$ cat src/rtl/ram8k_arbiter.sv
// Two-port arbiter sharing one asynchronous SRAM between a CPU (read/write)
// and a PPU (read-only). Round-robin on ties, fully registered outputs.
module ram8k_arbiter #(
    parameter int ADDR_WIDTH = 13,
    parameter int DATA_WIDTH = 8
) (
    input  logic                  clk,
    input  logic                  rst,
    input  logic                  cpu_req,
    input  logic                  cpu_we,
    input  logic [ADDR_WIDTH-1:0] cpu_addr,
    input  logic [DATA_WIDTH-1:0] cpu_wdata,
    output logic                  cpu_ack,
    output logic [DATA_WIDTH-1:0] cpu_rdata,
    input  logic                  ppu_req,
    input  logic [ADDR_WIDTH-1:0] ppu_addr,
    output logic                  ppu_ack,
    output logic [DATA_WIDTH-1:0] ppu_rdata,
    output logic [ADDR_WIDTH-1:0] ram_addr,
    output logic                  ram_cs,
    output logic                  ram_we,
    output logic                  ram_oe,
    output logic [DATA_WIDTH-1:0] ram_wdata,
    output logic                  ram_wdata_en,
    input  logic [DATA_WIDTH-1:0] ram_rdata,
    output logic                  busy
);

    typedef enum logic [1:0] {
        IDLE    = 2'd0,
        RD_ADDR = 2'd1,
        RD_DATA = 2'd2,
        WR      = 2'd3
    } state_t;

    state_t                  state;
    state_t                  next_state;
    logic                    owner_ppu;
    logic                    owner_ppu_nxt;
    logic                    last_ppu;
    logic                    last_ppu_nxt;
    logic [ADDR_WIDTH-1:0]   addr_lat;
    logic [ADDR_WIDTH-1:0]   addr_nxt;
    logic [DATA_WIDTH-1:0]   wdata_lat;
    logic [DATA_WIDTH-1:0]   wdata_nxt;
    logic                    cpu_elig;
    logic                    ppu_elig;
    logic                    grant_cpu;
    logic                    grant_ppu;

    logic [ADDR_WIDTH-1:0]   ram_addr_nxt;
    logic                    ram_cs_nxt;
    logic                    ram_we_nxt;
    logic                    ram_oe_nxt;
    logic [DATA_WIDTH-1:0]   ram_wdata_nxt;
    logic                    ram_wdata_en_nxt;
    logic                    busy_nxt;
    logic                    cpu_ack_nxt;
    logic                    ppu_ack_nxt;
    logic [DATA_WIDTH-1:0]   cpu_rdata_nxt;
    logic [DATA_WIDTH-1:0]   ppu_rdata_nxt;

    // A requester whose ack is high this cycle is finishing, so it is not eligible
    assign cpu_elig = cpu_req & ~cpu_ack;
    assign ppu_elig = ppu_req & ~ppu_ack;

    // State register plus latched request (owner, address, write data, last grant)
    always_ff @(posedge clk or posedge rst) begin
        if (rst) begin
            state     <= IDLE;
            owner_ppu <= 1'b0;
            last_ppu  <= 1'b0;
            addr_lat  <= '0;
            wdata_lat <= '0;
        end else begin
            state     <= next_state;
            owner_ppu <= owner_ppu_nxt;
            last_ppu  <= last_ppu_nxt;
            addr_lat  <= addr_nxt;
            wdata_lat <= wdata_nxt;
        end
    end

    // Next-state and grant decision
    always_comb begin
        next_state    = state;
        owner_ppu_nxt = owner_ppu;
        last_ppu_nxt  = last_ppu;
        addr_nxt      = addr_lat;
        wdata_nxt     = wdata_lat;
        grant_cpu     = 1'b0;
        grant_ppu     = 1'b0;
        case (state)
            IDLE: begin
                if (cpu_elig && ppu_elig) begin
                    if (last_ppu) begin
                        grant_cpu = 1'b1;
                    end else begin
                        grant_ppu = 1'b1;
                    end
                end else if (cpu_elig) begin
                    grant_cpu = 1'b1;
                end else if (ppu_elig) begin
                    grant_ppu = 1'b1;
                end else begin
                    next_state = IDLE;
                end

                if (grant_cpu) begin
                    owner_ppu_nxt = 1'b0;
                    last_ppu_nxt  = 1'b0;
                    addr_nxt      = cpu_addr;
                    wdata_nxt     = cpu_we ? cpu_wdata : '0;
                    next_state    = cpu_we ? WR : RD_ADDR;
                end else if (grant_ppu) begin
                    owner_ppu_nxt = 1'b1;
                    last_ppu_nxt  = 1'b1;
                    addr_nxt      = ppu_addr;
                    wdata_nxt     = '0;
                    next_state    = RD_ADDR;
                end else begin
                    next_state = IDLE;
                end
            end
            RD_ADDR: next_state = RD_DATA;
            RD_DATA: next_state = IDLE;
            WR:      next_state = IDLE;
            default: next_state = IDLE;
        endcase
    end

    // Output decode: RAM strobes follow the state being entered so they are
    // registered yet line up with that state; acks/rdata follow the state being left
    always_comb begin
        ram_cs_nxt       = 1'b0;
        ram_we_nxt       = 1'b0;
        ram_oe_nxt       = 1'b0;
        ram_wdata_en_nxt = 1'b0;
        ram_addr_nxt     = '0;
        ram_wdata_nxt    = '0;
        busy_nxt         = 1'b0;
        case (next_state)
            RD_ADDR: begin
                ram_cs_nxt   = 1'b1;
                ram_addr_nxt = addr_nxt;
                busy_nxt     = 1'b1;
            end
            RD_DATA: begin
                ram_cs_nxt   = 1'b1;
                ram_oe_nxt   = 1'b1;
                ram_addr_nxt = addr_nxt;
                busy_nxt     = 1'b1;
            end
            WR: begin
                ram_cs_nxt       = 1'b1;
                ram_we_nxt       = 1'b1;
                ram_wdata_en_nxt = 1'b1;
                ram_addr_nxt     = addr_nxt;
                ram_wdata_nxt    = wdata_nxt;
                busy_nxt         = 1'b1;
            end
            default: begin
                busy_nxt = 1'b0;
            end
        endcase

        cpu_ack_nxt   = 1'b0;
        ppu_ack_nxt   = 1'b0;
        cpu_rdata_nxt = cpu_rdata;
        ppu_rdata_nxt = ppu_rdata;
        case (state)
            RD_DATA: begin
                if (owner_ppu) begin
                    ppu_ack_nxt   = 1'b1;
                    ppu_rdata_nxt = ram_rdata;
                end else begin
                    cpu_ack_nxt   = 1'b1;
                    cpu_rdata_nxt = ram_rdata;
                end
            end
            WR: begin
                cpu_ack_nxt = 1'b1;
            end
            default: begin
                cpu_ack_nxt = 1'b0;
            end
        endcase
    end

    // Registered outputs
    always_ff @(posedge clk or posedge rst) begin
        if (rst) begin
            ram_addr     <= '0;
            ram_cs       <= 1'b0;
            ram_we       <= 1'b0;
            ram_oe       <= 1'b0;
            ram_wdata    <= '0;
            ram_wdata_en <= 1'b0;
            busy         <= 1'b0;
            cpu_ack      <= 1'b0;
            ppu_ack      <= 1'b0;
            cpu_rdata    <= '0;
            ppu_rdata    <= '0;
        end else begin
            ram_addr     <= ram_addr_nxt;
            ram_cs       <= ram_cs_nxt;
            ram_we       <= ram_we_nxt;
            ram_oe       <= ram_oe_nxt;
            ram_wdata    <= ram_wdata_nxt;
            ram_wdata_en <= ram_wdata_en_nxt;
            busy         <= busy_nxt;
            cpu_ack      <= cpu_ack_nxt;
            ppu_ack      <= ppu_ack_nxt;
            cpu_rdata    <= cpu_rdata_nxt;
            ppu_rdata    <= ppu_rdata_nxt;
        end
    end

endmodule

$ cat config.mk
export PLATFORM = sky130hd
export DESIGN_NAME = ram8k_arbiter
export DESIGN_NICKNAME = d
export VERILOG_FILES = /design/src/rtl/ram8k_arbiter.sv
export SDC_FILE = /design/constraint.sdc
export NUM_CORES = 1
export LEC_CHECK = 0
export ABC_AREA = 1
export BUFFER_PORTS_ARGS = -buffer_cell sky130_fd_sc_hd__buf_2
export CORE_ASPECT_RATIO = 2
export CORE_MARGIN = 4
export CORE_UTILIZATION = 45
export DETAILED_ROUTE_END_ITERATION = 8
export PLACE_DENSITY = 0.74
export RECOVER_POWER = 50
export SLEW_MARGIN = 5
export SYNTH_ARGS = -nofsm -noshare
export SYNTH_HDL_FRONTEND = slang
export SYNTH_SLANG_ARGS = --single-unit
$ cat constraint.sdc
create_clock -name clk -period 2.3 [get_ports clk]
set_clock_uncertainty 0.05 [all_clocks]
set_input_delay 0.46 -clock clk [delete_from_list [all_inputs] [get_ports clk]]
set_output_delay 0.46 -clock clk [all_outputs]
set_load 0.05 [all_outputs]
==> key figures <==
Outcome
  – Status: finished, final reports clean

Clocking
  – Number of setup buffers added after CTS: 0
  – Hold-fix buffer count after cts: 0
  – CTS resizes: 0
  – Total CTS buffers: 9
  – CTS HTree Levels: 3
  – CTS Root Cell: clkbuf_8
  – Clk buf depth: 2
  – CTS tree: built
  – TritonCTS Sinks: 58
  – Reg clk slew, reported paths: 0.06 ns
  – Clock Latency Late Sink: 0.32 ns

Die
  – Die width: 59.88 um
  – Starting Density: 46.72%
  – Die H: 111.8 um
  – Io pins: 91
  – Core Area: 5185 sq um
  – Row count: 37
  – Die area: 6692 sq um

STA
  – Hold_ws: 0.2790 ns
  – Relative slew slack: 39.00%
  – Total Negative Setup Slacks: 0 ns
  – Final cycle utilization of the critical path: 74.19%
  – Max Slew Vio Count: 0
  – Fin. Hold Viols: 0
  – Minimum clock period: 1.706 ns
  – Worst Max-Slew Pin Slew: 0.9140 ns
  – Final setup viols: 0
  – FMAX: 0.5860 GHz
  – RSZ-0062 raised after global routing: no

Synthesis
  – Post-Syn Area: 2422 sq um
  – Asr flop ratio synth: 100.0%
  – Top cell type's share of synthesized area: 59.92%
  – Area leader, netlist: dfrtp_1
  – Cell with the most instances after synthesis: dfrtp_1
  – Netlist cell types: 18
  – Top cells by area, synth: dfrtp_1 (60%), inv_1 (7.7%), nand2_1 (7.7%)
  – Ys flop type: dfrtp_1
  – Number of flops mapped to enable cells by yosys: 0
  – Ys Warns: 0
  – Mean Syn Cell Area: 9.175 sq um
  – Net Count, Synth: 311
  – Gate count of the mapped netlist: 264
  – Synth cell count leaders: dfrtp_1 (58), inv_1 (50), nand2_1 (50), nor2_1 (35), o21ai_0 (17)
  – Register area share after synthesis: 59.92%
  – #FFs+latches synth: 58

Routing
  – Detailed Route Iter0 Violations: 82
  – Vias per cell: 4.615
  – WL/cell: 12.84 um
  – Routed Antenna Nets: 0
  – DR pass1 iterations: 4
  – Post-route DRC: 0
  – Routed vias: 1,920
  – DRT Wirelength: 5340 um

Placement
  – DPL Wire Length: 4049 um
  – Placed cells: 401
  – Port bufs: 90
  – DP Area: 2874 sq um
  – Final GP Congestion: 0.7490

Global route
  – GR Layer Usage met3: 6.497%
  – Total Routing Usage GR: 18.59%
  – Grt met2 use: 31.00%
  – Pin count of the biggest net entering global routing: 34
  – Gr busiest metal: met2
  – Met1 usage: 20.59%
  – First-pass GRT wire length: 9432 um
  – Vias in the first global route: 2,086
  – Grt ovf: 0
  – Initial antenna violation count: 0

Critical path
  – Crit end category: register
  – Reg2Reg Capture Point: ram_addr[10]
  – CP max FO: 14
  – Crit Reg-Reg Startpoint: state[0]
  – CP arrival: 1.85 ns
  – Crit Path Category: reg -> reg
  – R2R cell count: 6
  – Data required time at the worst endpoint: 2.45 ns
  – Crit start category: register
  – Worst reg2reg setup slack: 0.59 ns

Pwr
  – PwrDens: 1631 nW/um^2
  – Max VDD drop: 0.001146 V
  – Pleak: 0.001752 uW

Layout
  – Final core utilization: 57.36%
  – Fillers: 511
  – Cell Count, Final, Fillers Out: 416
  – Nets: 401
  – Cell area after layout: 2974 sq um
  – Synth-to-layout area growth: 22.78%
  – Share of cells above drive strength 1: 29.05%
  – Antenna cells: 0

Run
  – Maxcap violations: 0

Hold path
  – Hold WC Path Type: in -> async
power breakdown:
group          switching [uW]  leakage (uW)  internal, uW
sequential                183      0.000713          1460
combinational            1940      0.000956           542
clock                     351     0.0000827           377
cell families (layout without fill, tap and decap cells):
kind of cell / Yosys count / after routing / share of synthesized area (%)
buffers and inverters: 66 / 160 / 12.14
AND/OR/NAND/NOR: 122 / 122 / 24.23
AO/OA/AOI/OAI: 18 / 18 / 3.719
flip-flops: 58 / 58 / 59.92
through the flow:
stage / total power (uW) / setup WS [ns]
3_3_place_gp: 4158 / 0.6741
6_report: 4850 / 0.5937
4_1_cts: 4976 / 0.6325
2_1_floorplan: 3714 / 0.3620
3_5_place_dp: 4224 / 0.6108
5_1_grt: 5226 / 0.2872
area by class of cell:
type,count,area (sq um),share of cell area (%)
clock buffers,11,131.4,4.417
clock inverters,4,20.02,0.6731
inverters,54,202.7,6.815
multi-input cells,140,649.4,21.83
flip-flops and latches,58,1451,48.80
well taps,58,72.57,2.440
repair buffers,91,446.7,15.02
flip-flops by register name (all words and copies together) (netlist names), 2 cells and up:
signal     cells
ram_wdata      8
state          2
addr_lat      13
cpu_rdata      8
ppu_rdata      8
ram_addr      13
layer usage:
metal / wire, um / vias to the layer above / part of all wire (%)
met3: 439 / 10 / 8.2
met2: 2842 / 73 / 53
li1: - / 959 / -
met1: 1927 / 878 / 36
met4: 130 / 0 / 2.4
met5: 0 / - / 0
critical path, cell delays in order (launching register included):
cell and delay (ns):
dfrtp_1 0.38, inv_1 0.16, nand2_4 0.15, nor2_2 0.47, nand3b_1 0.14, nand3_1 0.15, nor2_1 0.07
worst max path at each step:
stage | start | to | slack (ns) | cells past startpoint
floorplan | rst | addr_lat[0] | 0.36 | 1
global placement | ppu_req | ram_addr[1] | 0.67 | 7
detailed placement | ppu_req | ram_addr[5] | 0.61 | 7
CTS | state[0] | ram_addr[10] | 0.63 | 6
global route | rst | cpu_rdata[4] | 0.29 | 3
finish | state[0] | ram_addr[10] | 0.59 | 6
layout by cell type (no fill, tap or decap), types with 4 or more instances in the layout:
| cell | n |
|---|---|
| inv_1 | 52 |
| clkinv_2 | 4 |
| nand3_1 | 15 |
| buf_2 | 83 |
| nand3b_1 | 13 |
| nand2_1 | 52 |
| clkbuf_1 | 9 |
| nor2_1 | 36 |
| clkbuf_8 | 9 |
| o21ai_0 | 17 |
| dfrtp_1 | 58 |
(Power assumes the default switching activity.)
